[config.mk]
export PLATFORM = sky130hd
export DESIGN_NAME = uart_echo_buffer
export DESIGN_NICKNAME = d
export VERILOG_FILES = /design/src/rtl/uart_echo_buffer.sv
export SDC_FILE = /design/constraint.sdc
export NUM_CORES = 1
export LEC_CHECK = 0
export BUFFER_PORTS_ARGS = -buffer_cell sky130_fd_sc_hd__buf_2
export CORE_MARGIN = 5
export CORE_UTILIZATION = 54
export CTS_CLUSTER_DIAMETER = 200
export DETAILED_ROUTE_END_ITERATION = 6
export GPL_TIMING_DRIVEN = 0
export PLACE_DENSITY_LB_ADDON = 0.08
export SLEW_MARGIN = 20
export SYNTH_ARGS = -nofsm -noshare
export SYNTH_HDL_FRONTEND = slang
export SYNTH_SLANG_ARGS = --single-unit
[constraint.sdc]
create_clock -name i_clk -period 2.29 [get_ports i_clk]
set_input_delay 0.3435 -clock i_clk [delete_from_list [all_inputs] [get_ports i_clk]]
set_output_delay 0.3435 -clock i_clk [all_outputs]
set_load 0.01 [all_outputs]
[src/rtl/uart_echo_buffer.sv]
// UART echo buffer: a FIFO sits between a uart_rx strobe interface and a
// uart_tx start/busy interface. In echo mode the FIFO is drained to the
// transmitter one byte at a time; in hold mode bytes are only buffered.
// Alongside the FIFO the block keeps the most recent byte, a wrapping
// received-byte counter for a hex display, and a sticky overflow flag.
module uart_echo_buffer #(
   parameter int DATA_W     = 8,
   parameter int DEPTH      = 16,
   parameter int NUM_DIGITS = 3
) (
   input  logic                      i_clk,
   input  logic                      i_reset,
   input  logic                      i_rx_rdy,
   input  logic [DATA_W-1:0]         i_rx_data,
   input  logic                      i_mode,
   input  logic                      i_tx_busy,
   output logic                      o_tx_start,
   output logic [DATA_W-1:0]         o_tx_data,
   output logic [DATA_W-1:0]         o_last,
   output logic [4*NUM_DIGITS-1:0]   o_count,
   output logic [$clog2(DEPTH):0]    o_level,
   output logic                      o_overflow
);

   // Pointer width indexes the storage; the level needs one extra bit so
   // that a completely full FIFO (level == DEPTH) is representable.
   localparam int AW = $clog2(DEPTH);
   localparam int LW = AW + 1;
   localparam int CW = 4 * NUM_DIGITS;

   localparam logic [LW-1:0] LEVEL_FULL = LW'(DEPTH);
   localparam logic [LW-1:0] LEVEL_ONE  = LW'(1);
   localparam logic [AW-1:0] PTR_ONE    = AW'(1);
   localparam logic [CW-1:0] COUNT_ONE  = CW'(1);

   // Transmit sequencing. GUARD exists because uart_tx raises busy one
   // cycle after it sees the start strobe, so busy is not trusted there.
   typedef enum logic [1:0] {
      IDLE  = 2'd0,
      START = 2'd1,
      GUARD = 2'd2,
      WAIT  = 2'd3
   } txState_e;

   txState_e            state_q;
   logic                txStart_q;
   logic [DATA_W-1:0]   txData_q;

   // FIFO storage and bookkeeping. DEPTH is a power of two, so the
   // pointers simply wrap at their natural width.
   logic [DATA_W-1:0]   mem [DEPTH];
   logic [AW-1:0]       wrPtr_q, wrPtr_d;
   logic [AW-1:0]       rdPtr_q, rdPtr_d;
   logic [LW-1:0]       level_q, level_d;

   // Display-side state.
   logic [CW-1:0]       count_q, count_d;
   logic [DATA_W-1:0]   last_q, last_d;
   logic                overflow_q, overflow_d;

   // Per-cycle FIFO events.
   logic                fifoFull;
   logic                fifoEmpty;
   logic                popEn;
   logic                pushEn;
   logic                dropEn;

   // Decide this cycle's push/pop/drop. The pop is tied to the START state,
   // which only ever follows a non-empty FIFO, so a pop always has data.
   // A push into a full FIFO is still accepted when the pop frees a slot
   // in the same cycle.
   always_comb begin
      fifoFull  = (level_q == LEVEL_FULL);
      fifoEmpty = (level_q == '0);
      popEn     = (state_q == START);
      pushEn    = i_rx_rdy && (!fifoFull || popEn);
      dropEn    = i_rx_rdy && fifoFull && !popEn;
   end

   // Next-state values for pointers, occupancy and the display registers.
   // The last byte and the counter follow every strobe, even a dropped one.
   always_comb begin
      wrPtr_d    = wrPtr_q;
      rdPtr_d    = rdPtr_q;
      level_d    = level_q;
      count_d    = count_q;
      last_d     = last_q;
      overflow_d = overflow_q;

      if (pushEn) begin
         wrPtr_d = wrPtr_q + PTR_ONE;
      end
      if (popEn) begin
         rdPtr_d = rdPtr_q + PTR_ONE;
      end

      case ({pushEn, popEn})
         2'b10:   level_d = level_q + LEVEL_ONE;
         2'b01:   level_d = level_q - LEVEL_ONE;
         default: level_d = level_q;
      endcase

      if (i_rx_rdy) begin
         count_d = count_q + COUNT_ONE;
         last_d  = i_rx_data;
      end

      if (dropEn) begin
         overflow_d = 1'b1;
      end
   end

   // Register the FIFO bookkeeping and display state; reset wins over a
   // strobe arriving in the same cycle, so that byte is neither kept nor
   // counted.
   always_ff @(posedge i_clk) begin
      if (i_reset) begin
         wrPtr_q    <= '0;
         rdPtr_q    <= '0;
         level_q    <= '0;
         count_q    <= '0;
         last_q     <= '0;
         overflow_q <= 1'b0;
      end else begin
         wrPtr_q    <= wrPtr_d;
         rdPtr_q    <= rdPtr_d;
         level_q    <= level_d;
         count_q    <= count_d;
         last_q     <= last_d;
         overflow_q <= overflow_d;
      end
   end

   // Write accepted bytes into storage. The array itself carries no reset;
   // emptiness is defined purely by the pointers and level.
   always_ff @(posedge i_clk) begin
      if (pushEn && !i_reset) begin
         mem[wrPtr_q] <= i_rx_data;
      end
   end

   // Transmit FSM with registered start/data outputs. The head byte is
   // captured on the way into START so it is presented during the START
   // cycle, the same cycle the FIFO pops it. Mode is only consulted in
   // IDLE, so a byte already launched is always carried to completion,
   // and reset simply abandons whatever was in flight.
   always_ff @(posedge i_clk) begin
      if (i_reset) begin
         state_q   <= IDLE;
         txStart_q <= 1'b0;
         txData_q  <= '0;
      end else begin
         txStart_q <= 1'b0;
         case (state_q)
            IDLE: begin
               if (!i_mode && !fifoEmpty && !i_tx_busy) begin
                  state_q   <= START;
                  txStart_q <= 1'b1;
                  txData_q  <= mem[rdPtr_q];
               end
            end
            START: begin
               state_q <= GUARD;
            end
            GUARD: begin
               state_q <= WAIT;
            end
            WAIT: begin
               if (!i_tx_busy) begin
                  state_q <= IDLE;
               end
            end
            default: begin
               state_q <= IDLE;
            end
         endcase
      end
   end

   // Drive the outputs straight from their registers.
   always_comb begin
      o_tx_start = txStart_q;
      o_tx_data  = txData_q;
      o_last     = last_q;
      o_count    = count_q;
      o_level    = level_q;
      o_overflow = overflow_q;
   end

endmodule

======== Word level (Yosys, flattened, before mapping) ========
Memories as Yosys holds them, arrays and structs flattened. A register that Yosys moved wholly into a read port is not among the register bits.
Cells that the tools add are included.
word-level totals
  flip-flop bits (word level) ............. 37
  RAM bits ................................ 128
  input port bits ......................... 13
  word-level logic and storage cells ...... 49
  memories ................................ 1
memories
  name  words  bits a word  rd ports  clocked after Yosys merged registers in  write ports  line  RTL
  mem   16     8            1         1                                        1            51    logic [DATA_W-1:0] mem [DEPTH];
operators by class
  add/subtract/negate cells ............... 5
  equal/unequal tests ..................... 8
  mux-type cells .......................... 7
  bitwise logic cells ..................... 1
  reduce and logical (&&, ||, !) cells .... 19
operators by type and width
  operator                                             number
  adder 12 x 1 -> 12 bit, second input constant        1
  case mux 5 bit (2 select lines)                      1
  adder 4 x 1 -> 4 bit, second input constant          2
  case mux 2 bit (4 select lines)                      1
  equality test 2 bit, second input constant           3
  logical AND 1 bit                                    6
  logical NOT 1 bit                                    6
  adder 5 x 1 -> 5 bit, second input constant          1
  equality test 5 bit, second input constant           1
  logical NOT 5 bit                                    1
  subtractor 5 x 1 -> 5 bit, second input constant     1
  equality test 2 x 1 -> 1 bit, second input constant  2
  two-way mux 2 bit                                    2
  != test 2 bit, second input constant                 2
  AND reduction 2 bit                                  2
  two-way mux 1 bit                                    3
  logical NOT 2 bit                                    1
  nonzero test 2 bit                                   1
  OR reduction 2 bit                                   1
  logical OR 1 bit                                     1
  NOT 1 bit                                            1

======== Logic depth before layout (Yosys ltp) ========
Gate-level depths: netlist of run 1.
  depth after elaboration ................. 7
  gate-level depth with buffers ........... 11
  depth with buffers taken out ............ 9

======== Worst setup path before layout of run 1 ========
Ideal clock, no wire load.
  kind .................................... register -> register
  from .................................... reg state_q[1]
  to ...................................... reg level_q[4] (netlist: o_level[4])
  arrival ................................. 2.105 ns
  slack ................................... 0.064 ns
  stages on the path, launching flop included .. 12
  path buffers ............................ 2
  clock period less this slack ............ 2.226 ns
  cells stage by stage .................... dfxtp_1 -> inv_1 -> ha_1 -> buf_2 -> nand2b_1 -> inv_1 -> buf_2 -> ha_1 -> a31oi_1 -> nor2_1 -> o22ai_1 -> mux2_2
on the way
  word-level cells in the longest chain between the ends .. 5
  elaborated cells on any way between the ends .. 7
RTL lines
  what                                                                          line  RTL
  start: declaration                                                            45    txState_e state_q;
  start signal: assignment                                                      149   state_q <= IDLE;
  start signal: assignment                                                      157   state_q <= START;
  start signal: assignment                                                      163   state_q <= GUARD;
  equality test 2 x 1 -> 1 bit (*)                                              75    popEn = (state_q == START);
  logical OR 1 bit                                                              76    pushEn = i_rx_rdy && (!fifoFull || popEn);
  logical AND 1 bit                                                             76
  equality test 2 x 1 -> 1 bit / equality test 2 bit (equally long branches)    97    case ({pushEn, popEn})
  case mux 5 bit (2 select lines) / nonzero test 2 bit (equally long branches)  n/a
  end signal: assignment                                                        127   level_q <= level_d;
  end: declaration                                                              54    logic [LW-1:0] level_q, level_d;
Mark *: on every way between the ends. The rest lies on a longest branch, timed or not.
A chain may end at the register's enable or synchronous reset.

======== Worst setup path after layout of run 1 ========
  from .................................... reg state_q[1]
  to ...................................... mem mem[4][3] (enable)
on the way
  word-level cells in the longest chain between the ends .. 6
RTL lines
  what                                     line  RTL
  equality test 2 x 1 -> 1 bit             75
  logical OR 1 bit                         76
  logical AND 1 bit                        76
  logical AND 1 bit                        137   if (pushEn && !i_reset) begin
  two-way mux 1 bit                        137
  two-way mux 1 bit (not written as such)  138   mem[wrPtr_q] <= i_rx_data;
  end: declaration                         51
Every way passes these cells.

==> flow_summary.json, run 1 <==
{
  "vias": 4159,
  "syn_nets": 522,
  "wl_per_cell_microns": 19.64,
  "cts_tree": "done",
  "cp.depth": 6,
  "drtAntennaViolNets": 0,
  "cts.sinks": 173,
  "pre_cts_ws_ns": -0.1721,
  "core_sq_um": 12670,
  "fin_skew_ns": 0.006703,
  "sequential_cell_area_sq_um": 4746,
  "start_util_pct": 55.39,
  "synth_cells": 496,
  "cp_top_family": "simple AND/OR/NAND/NOR gates",
  "grt_pass1_vias": 4200,
  "dieArea_sq_um": 15380,
  "post_cts_buffers": 0,
  "portBuffers": 46,
  "root_buffer": "clkbuf_16",
  "hp-class": "input port to flip-flop",
  "synth_edf_count": 128,
  "htreeDepth": 4,
  "cp-end-kind": "flip-flop",
  "vias_per_cell": 5.575,
  "hold_viol": 0,
  "hold_depth": 4,
  "drc_errors": 0,
  "cp_slowest_cell": "nor2_1",
  "fmax_mhz": 462.0,
  "cp_max_fo": 8,
  "critPathLaunchType": "flip-flop",
  "place_inst": 714,
  "drv_slew": 0,
  "postSynthAreaPerCell_sq_um": 14.15,
  "fp-row-count": 41,
  "ys_types": 45,
  "leakage_nw": 2.801,
  "grt-ovfl-total": 0,
  "setup_ws_ns": 0.1254,
  "drt-initial-drc-count": 311,
  "worst-r2r-cell-count": 6,
  "clk_pin_slew_ns": 0.06,
  "grt_util_all_layers_pct": 20.94,
  "async_flop_share_pct": 0,
  "synth_warnings": 0,
  "maxSlewHeadroom_pct": 44.11,
  "powerDensity_nw_per_um2": 957.2,
  "path_buf_inv": 2,
  "stdcell_count": 746,
  "tightest_slew_ns": 0.8353,
  "routed_wl_microns": 14660,
  "fin_nets": 587,
  "dp_hpwl_microns": 9950,
  "seq_area_frac_synth_pct": 67.61,
  "drt_first_pass_iters": 5,
  "cp.arrival_ns": 2.22,
  "power_mw": 7.774,
  "r2r_slack_ns": 0.13,
  "die_width_microns": 124,
  "ys_ff_latch": 173,
  "fillerInstances": 967,
  "antenna_found_initial": 0,
  "max_stage_delay_ns": 0.69,
  "synth_area_sq_um": 7018,
  "grt_pass1_wl_microns": 23200,
  "synth_ff_type": "edfxtp_1",
  "multiInputGateArea_sq_um": 2158,
  "drv_cap": 0,
  "irDropWorstVdd_v": 0.0006605,
  "area_growth_pct": 15.72,
  "status": "complete, no violations",
  "fin_crit_sh_pct": 94.52,
  "fin_crit_ns": 2.165,
  "n_antenna_cell": 0,
  "path_cells": "inv_1 > ha_1 > buf_6 > o31a_4 > nand2_1 > nor2_1",
  "layout-drive-gt1-share_pct": 18.99,
  "crit_type": "flip-flop to flip-flop",
  "insertion_delay_ns": 0.43,
  "die_h_microns": 124,
  "gp_congestion": 0.8502,
  "worstPathRequired_ns": 2.35,
  "clockBufferDepth": 2,
  "setup_violations": 0,
  "ios": 48,
  "cts_buffers": 17,
  "grt_max_degree": 18
}
-- flip-flops by register name, summed over array words and instances, names as in the netlist --
signal	cells
mem	128
o_last	8
o_level	5
wrPtr_q	4
state_q	2
o_tx_data	8
o_tx_start	1
o_count	12
o_overflow	1
rdPtr_q	4
-- placed cells by master (no fill, tap or decap), drive strengths merged, types with 2 or more instances in the layout --
cell,n
xor2,9
inv,12
ha,13
nand4,4
nand2,9
or3,4
a21oi,5
clkinvlp,4
clkinv,4
nor2,63
a311oi,3
mux4,2
nand2b,3
or2,2
nand3,6
o21ai,13
and3,2
buf,58
nor3,5
nand3b,4
mux2i,71
bufinv,3
dfxtp,45
mux2,4
and4,3
nor2b,2
clkbuf,31
xnor2,7
a31oi,9
or3b,3
o31a,2
edfxtp,128
o22ai,31
-- Yosys cell counts (all sizes together) (3+ instances only) --
cell type	count	share of area (%)
xnor2	7	0.87
o22ai	31	2.8
nor2	63	3.4
or3b	3	0.37
o21ai	13	0.98
nand4	4	0.36
or3	4	0.36
edfxtp	128	55
a21oi	5	0.36
nand3	6	0.43
mux2	4	0.64
a311oi	3	0.37
mux2i	71	10
dfxtp	45	13
buf	12	0.94
and4	3	0.37
clkbuf	14	0.75
nand2	9	0.48
nand2b	3	0.27
ha	13	2.3
nor3	5	0.36
a31oi	9	0.80
xor2	9	1.1
nand3b	4	0.43
inv	8	0.43
-- layout make-up --
| class | instances | area share (%) |
|---|---|---|
| multi-input combinational | 289 | 26.58 |
| clock inverter | 15 | 2.280 |
| sequential | 173 | 58.43 |
| buffer | 26 | 1.618 |
| tap | 172 | 2.650 |
| timing repair buffer | 46 | 2.835 |
| clock buffer | 17 | 5.238 |
| inverter | 8 | 0.3697 |
-- path summary, 6_finish.rpt --
| check | to | start |
|---|---|---|
| worst max-delay path | mem[4][3] | state_q[1] |
| worst min-delay path | state_q[0] | i_mode |
| worst max register to register | mem[4][3] | state_q[1] |
| worst min register to register | o_overflow | o_overflow |
-- where the power goes --
part | switching, mW | internal (mW)
Sequential | 0.119 | 3.51
Clock | 1.21 | 1.73
Combinational | 0.712 | 0.498
Total | 2.04 | 5.73
-- layer usage --
| layer | GRT usage (%) | wire length [microns] | part of all wire [%] | vias up |
|---|---|---|---|---|
| met5 | 0 | 0 | 0 | - |
| met4 | 8.350 | 279 | 1.9 | 0 |
| met3 | 4.360 | 832 | 5.7 | 20 |
| met2 | 33.22 | 6988 | 48 | 108 |
| met1 | 28.41 | 6554 | 45 | 2040 |
| li1 | - | - | - | 1991 |
-- worst reg2reg max path, cell delays in order (launching register included) --
cell and delay (ns):
dfxtp_2 0.34, inv_1 0.10, ha_1 0.17, buf_6 0.15
o31a_4 0.19, nand2_1 0.15, nor2_1 0.69
-- through the flow --
stage / cell area (sq um) / TNS [ns] / utilization, % / hold slack [ns]
finish: 8122 / 0 / 64.10 / 0.2792
global route: 8122 / -0.0005456 / 64.10 / 0.2999
CTS: 8098 / 0 / 63.91 / 0.2602
detailed placement: 7463 / -0.2530 / 58.90 / 0.4582
global placement: 7463 / -0.1248 / 58.90 / 0.4491
floorplan: 7018 / 0 / - / 0.4424
-- cell families (layout without fill, tap and decap cells) --
group	count (synthesis)	count (layout)	synth area share, %
flip-flops	173	173	67.61
AND/OR/NAND/NOR	112	112	7.577
multiplexers	77	77	11.41
AO/OA/AOI/OAI	71	71	6.971
adder cells (fa/ha/maj)	13	13	2.318
XOR/XNOR	16	16	1.997
buffers and inverters	34	112	2.122
-- repair_timing --
item	in CTS	in global routing
setup endpoints to repair	2	10
resized for setup	4	7
hold buffers	0	0
endpoints found under the hold margin	0	0
Note: power is estimated with default switching activity, not from simulation.
==> run 2, diff against run 1 <==
--- a/config.mk
+++ b/config.mk
@@ -6,12 +6,15 @@
 export NUM_CORES = 1
 export LEC_CHECK = 0
 export BUFFER_PORTS_ARGS = -buffer_cell sky130_fd_sc_hd__buf_2
+export CELL_PAD_IN_SITES_DETAIL_PLACEMENT = 1
+export CELL_PAD_IN_SITES_GLOBAL_PLACEMENT = 2
 export CORE_MARGIN = 5
-export CORE_UTILIZATION = 54
+export CORE_UTILIZATION = 39
 export CTS_CLUSTER_DIAMETER = 200
 export DETAILED_ROUTE_END_ITERATION = 6
 export GPL_TIMING_DRIVEN = 0
 export PLACE_DENSITY_LB_ADDON = 0.08
+export RECOVER_POWER = 25
 export SLEW_MARGIN = 20
 export SYNTH_ARGS = -nofsm -noshare
 export SYNTH_HDL_FRONTEND = slang
==> flow_summary.json, run 2 (same netlist as run 1, synthesis figures left out) <==
{
  "status": "complete, no violations",
  "whs_ns": 0.2771,
  "ios": 48,
  "fin_nets": 585,
  "irDropWorstVdd_v": 0.0005399,
  "hold_depth": 4,
  "fmax_mhz": 471.7,
  "tightest_slew_ns": 0.8937,
  "r2r_slack_ns": 0.17,
  "maxSlewHeadroom_pct": 40.42,
  "layout-drive-gt1-share_pct": 18.88,
  "powerDensity_nw_per_um2": 954.6,
  "root_buffer": "clkbuf_16",
  "area_growth_pct": 16.58,
  "setup_violations": 0,
  "dieArea_sq_um": 20780,
  "min_to": "state_q[0]",
  "worst-r2r-cell-count": 11,
  "cts_buffers": 17,
  "core_sq_um": 17840,
  "clk_pin_slew_ns": 0.07,
  "antenna_found_initial": 0,
  "drc_errors": 0,
  "cts_tree": "done",
  "rsz0062_at_grt": "no",
  "fin_skew_ns": 0.009313,
  "holdCritStartpoint": "i_mode",
  "die_width_microns": 144.1,
  "start_util_pct": 39.34,
  "regMostFlops": "mem",
  "max_stage_delay_ns": 0.36,
  "drt_first_pass_iters": 4,
  "r2r_start": "state_q[1]",
  "cp_slowest_cell": "dfxtp_2",
  "hold_viol": 0,
  "fillerInstances": 1824,
  "grt_util_all_layers_pct": 16.85,
  "path_cells": "inv_1 > ha_1 > buf_6 > nand2b_4 > inv_1 > buf_6 > ha_4 > o31a_1 > nor3_2 > o22ai_2 > mux2_2",
  "htreeDepth": 4,
  "grt-ovfl-total": 0,
  "routed_wl_microns": 16650,
  "cp.arrival_ns": 2.43,
  "worstPathRequired_ns": 2.60,
  "grt_pass1_wl_microns": 25700,
  "mostFrequentLayoutCells": "128 x edfxtp_1, 71 x mux2i_1, 55 x nor2_1",
  "n_antenna_cell": 0,
  "grt_max_degree": 18,
  "critPathLaunchType": "flip-flop",
  "wl_per_cell_microns": 20.78,
  "dp_hpwl_microns": 11680,
  "portBuffers": 46,
  "vias": 4175,
  "vias_per_cell": 5.212,
  "grt_pass1_vias": 4402,
  "place_area_sq_um": 7535,
  "drtAntennaViolNets": 0,
  "fin_crit_ns": 2.120,
  "crit_type": "flip-flop to flip-flop",
  "hold_buffers": 0,
  "rr_endpoint": "o_level[4]",
  "hp-class": "input port to flip-flop",
  "fin_crit_sh_pct": 92.58,
  "layout_commonest_cell": "edfxtp_1",
  "die_h_microns": 144.1,
  "fp-row-count": 49,
  "insertion_delay_ns": 0.42,
  "drt-initial-drc-count": 293,
  "cts.sinks": 173,
  "drv_slew": 0,
  "leakage_nw": 2.770,
  "largest_register_ff_count": 128,
  "cp_max_fo": 10,
  "cp-end-kind": "flip-flop",
  "clockBufferDepth": 2,
  "drv_cap": 0,
  "gp_congestion": 0.7602,
  "design_area_sq_um": 8182
}
-- run 2: changes by cell type in the layout (fill, tap and decap cells not counted), sizes merged --
cell	change
clkinvlp	+1
buf	-7
inv	-2
clkbuf	+6
-- run 2: report_power, final --
part / internal, mW / switching [mW] / total (mW)
clock network: 1.72 / 1.22 / 2.93
logic: 0.495 / 0.754 / 1.25
registers: 3.51 / 0.122 / 3.63
total: 5.72 / 2.09 / 7.81
-- run 2: per-layer routing --
metal / vias to the layer above / part of all wire (%) / track usage [%]
met1: 2125 / 47 / 22.45
met2: 50 / 50 / 28.10
met4: 0 / 0.93 / 3.535
li1: 1989 / - / -
met5: - / 0 / 0
met3: 11 / 2.6 / 4.299
-- run 2: worst max path at each step --
stage	from	cells past startpoint	endpoint
after floorplan	state_q[1]	11	o_level[4]
after global routing	state_q[1]	11	o_level[4]
final	state_q[1]	11	o_level[4]
after global placement	state_q[1]	11	o_level[4]
after detailed placement	state_q[1]	11	o_level[4]
after CTS	state_q[1]	6	mem[4][4]
-- run 2: cell type report --
| type | instances | area (sq um) | area share [%] |
|---|---|---|---|
| Multi-Input combinational cell | 289 | 2176 | 26.59 |
| Buffer | 24 | 123.9 | 1.514 |
| Sequential cell | 173 | 4746 | 58.01 |
| Timing Repair Buffer | 46 | 221.5 | 2.707 |
| Clock inverter | 14 | 168.9 | 2.065 |
| Clock buffer | 18 | 429.2 | 5.245 |
| Tap cell | 229 | 286.5 | 3.502 |
| Inverter | 8 | 30.03 | 0.3670 |
-- run 2: through the flow --
step / cells / total power [mW] / util [%] / TNS [ns] / setup WS (ns)
after floorplan: 496 / 4.462 / - / 0 / 0.06430
after global placement: 771 / 4.861 / 42.23 / -2.124 / -0.2023
after detailed placement: 771 / 4.912 / 42.23 / -3.760 / -0.2505
after CTS: 802 / 7.866 / 45.69 / -0.7953 / -0.05093
after global routing: 801 / 8.161 / 45.86 / 0 / 0.02025
final: 801 / 7.810 / 45.86 / 0 / 0.1698
-- run 2: worst max-delay path: cells and delay by family, from the launching register on --
kind / cells / cell delay, ns
adder cells (fa/ha/maj): 2 / 0.47
buffers and inverters: 4 / 0.44
flip-flops: 1 / 0.36
multiplexers: 1 / 0.34
AO/OA/AOI/OAI: 2 / 0.26
AND/OR/NAND/NOR: 2 / 0.15
-- run 2: timing repair --
item / 4_1_cts / 5_1_grt
gates resized for setup: 6 / 12
endpoints found under the setup margin: 44 / 51
setup buffers: 0 / 0
==> run 3, diff against run 2 <==
--- a/config.mk
+++ b/config.mk
@@ -5,11 +5,12 @@
 export SDC_FILE = /design/constraint.sdc
 export NUM_CORES = 1
 export LEC_CHECK = 0
+export ABC_AREA = 1
 export BUFFER_PORTS_ARGS = -buffer_cell sky130_fd_sc_hd__buf_2
 export CELL_PAD_IN_SITES_DETAIL_PLACEMENT = 1
 export CELL_PAD_IN_SITES_GLOBAL_PLACEMENT = 2
 export CORE_MARGIN = 5
-export CORE_UTILIZATION = 39
+export CORE_UTILIZATION = 34
 export CTS_CLUSTER_DIAMETER = 200
 export DETAILED_ROUTE_END_ITERATION = 6
 export GPL_TIMING_DRIVEN = 0
==> flow_summary.json, run 3 <==
{
  "status": "complete, no violations",
  "layout-drive-gt1-share_pct": 15.00,
  "seq_power_share_pct": 41.5,
  "hold_viol": 0,
  "fmax_mhz": 467.7,
  "cts.sinks": 173,
  "root_buffer": "clkbuf_16",
  "place_inst": 1156,
  "cp.arrival_ns": 2.28,
  "drv_cap": 0,
  "post_synth_and_or_nand_nor_area_fraction_pct": 24.23,
  "htreeDepth": 4,
  "n_antenna_cell": 0,
  "synthTopCellsByCount": "247 x nand2_1, 128 x edfxtp_1, 117 x inv_1",
  "cts_tree": "done",
  "worstPathRequired_ns": 2.44,
  "hold_buffers": 0,
  "maxSlewHeadroom_pct": 25.78,
  "powerDensity_nw_per_um2": 957.6,
  "r2r_slack_ns": 0.15,
  "clockBufferDepth": 2,
  "grt_pass1_wl_microns": 34850,
  "drc_errors": 0,
  "grt_util_all_layers_pct": 17.98,
  "synth_compound_area_share_pct": 3.435,
  "fin_nets": 933,
  "critPathLaunchType": "flip-flop",
  "hold_depth": 5,
  "portBuffers": 46,
  "rr_endpoint": "mem[6][5]",
  "insertion_delay_ns": 0.43,
  "gp_congestion": 0.8304,
  "cp-startpoint": "state_q[1]",
  "drt_first_pass_iters": 4,
  "stdcell_count": 1200,
  "grt_max_degree": 18,
  "routed_wl_microns": 22280,
  "synth_cells": 830,
  "synth_edf_count": 128,
  "muxShareOfSynthArea_pct": 0,
  "fp-row-count": 54,
  "p_int_mw": 5.878,
  "dp_hpwl_microns": 15760,
  "synthTopCellsByArea": "edfxtp_1 50%, nand2_1 12%, dfxtp_1 12%, nand3_1 7.1%, inv_1 5.7%",
  "clk_pin_slew_ns": 0.07,
  "switching_share_pct": 32.96,
  "synthAdderAreaFrac_pct": 2.127,
  "setup_violations": 0,
  "vias": 5756,
  "p_sw_mw": 2.890,
  "r2r_start": "state_q[1]",
  "combinationalPowerShare_pct": 25.3,
  "ys_types": 26,
  "seq_area_frac_synth_pct": 62.03,
  "cp-end-kind": "flip-flop",
  "fin_skew_ns": 0.009303,
  "synth_warnings": 0,
  "rsz0062_at_grt": "no",
  "die_width_microns": 160.0,
  "ys_ff_latch": 173,
  "grt_pass1_vias": 6063,
  "drv_slew": 0,
  "fin_crit_sh_pct": 93.36,
  "syn_nets": 856,
  "final_util_pct": 41.70,
  "postSynthAreaPerCell_sq_um": 9.215,
  "regMostFlops": "mem",
  "tightest_slew_ns": 1.113,
  "area_growth_pct": 19.71,
  "crit_type": "flip-flop to flip-flop",
  "fin_crit_ns": 2.138,
  "synth_ff_type": "edfxtp_1",
  "irDropWorstVdd_v": 0.0004803,
  "clkPwrFrac_pct": 33.2,
  "largest_register_ff_count": 128,
  "dieArea_sq_um": 25600,
  "die_h_microns": 160.0,
  "mostFrequentLayoutCells": "244 x nand2_1, 128 x edfxtp_1, 117 x inv_1",
  "worst-r2r-cell-count": 9,
  "synthXorXnorAreaFrac_pct": 0.2290,
  "yosys.area.top_type": "edfxtp_1",
  "drtAntennaViolNets": 0,
  "vias_per_cell": 4.797,
  "whs_ns": 0.3446,
  "async_flop_share_pct": 0,
  "wl_per_cell_microns": 18.57,
  "yosysMostFrequentCell": "nand2_1",
  "cts_buffers": 17,
  "cp-endpoint": "mem[6][5]",
  "fillerInstances": 2553,
  "yosysTopAreaCellShare_pct": 50.25,
  "core_sq_um": 21960,
  "cp_max_fo": 8,
  "layout_commonest_cell": "nand2_1",
  "fin_tns_setup_ns": 0,
  "drt-initial-drc-count": 249,
  "start_util_pct": 34.83,
  "antenna_found_initial": 0,
  "ios": 48,
  "synth_area_sq_um": 7649,
  "hp-class": "input port to flip-flop",
  "leakage_nw": 3.895,
  "synth_top_family_by_area": "simple AND/OR/NAND/NOR gates",
  "grt-ovfl-total": 0
}
[run 3: stage by stage]
stage / power, mW / instance area (sq um) / worst slack, ns
6_report: 8.768 / 9156 / 0.1521
5_1_grt: 9.285 / 9156 / 0.02151
4_1_cts: 8.854 / 9129 / 0.01711
3_5_place_dp: 5.895 / 8229 / -0.5987
3_3_place_gp: 5.835 / 8229 / -0.5080
2_1_floorplan: 5.090 / 7649 / 0.3576
[run 3: power groups by stage]
stage	clock network, mW	logic, mW	registers, mW
after floorplan	0	1.37	3.73
after global placement	0	2.13	3.70
after detailed placement	0	2.19	3.71
after CTS	2.97	2.25	3.64
after global routing	3.09	2.53	3.67
final	2.91	2.22	3.64
[run 3: worst min-delay path by stage]
stage               slack (ns)          from           end
global route              0.36       i_reset  o_tx_data[0]
finish                    0.34     i_tx_busy    state_q[1]
detailed placement        0.47    o_overflow    o_overflow
CTS                       0.33     i_tx_busy    state_q[1]
global placement          0.47    o_overflow    o_overflow
floorplan                 0.44  i_rx_data[0]     mem[0][0]
[run 3: kinds of logic (layout without fill, tap and decap cells)]
kind of cell / after synthesis / count (layout)
AO/OA/AOI/OAI: 52 / 52
XOR/XNOR: 2 / 2
adder cells (fa/ha/maj): 13 / 13
buffers and inverters: 154 / 244
flip-flops: 173 / 173
AND/OR/NAND/NOR: 436 / 436
[run 3: what timing repair did]
item                                    CTS  global route
buffers inserted                         11             1
resized for setup                        36             2
endpoints found under the setup margin  128           128
pin swaps                                11             3
cloned                                    0             0
[run 3: critical path, stage by stage (launching register included)]
cell,delay (ns)
dfxtp_1,0.34
inv_1,0.14
ha_4,0.21
inv_1,0.12
nand4_2,0.15
nand2_2,0.15
inv_2,0.16
nand2_2,0.20
nor2_4,0.20
buf_12,0.16
[run 3: metal layers]
layer  vias up  share of wire (%)  track usage (%)
li1       2832                  -                -
met3        21                3.6            2.887
met1      2819                 47            24.27
met2        84                 48            30.35
met5         -                  0                0
met4         0                1.3            4.576
[run 3: layout make-up]
| cell class | instances | area, sq um | share of cell area [%] |
|---|---|---|---|
| Clock buffer | 26 | 555.5 | 6.067 |
| Clock inverter | 6 | 43.79 | 0.4783 |
| Tap cell | 280 | 350.3 | 3.826 |
| Inverter | 122 | 457.9 | 5.001 |
| Multi-Input combinational cell | 503 | 2441 | 26.66 |
| Sequential cell | 173 | 4745 | 51.82 |
| Buffer | 32 | 150.1 | 1.640 |
| Timing Repair Buffer | 58 | 412.9 | 4.509 |
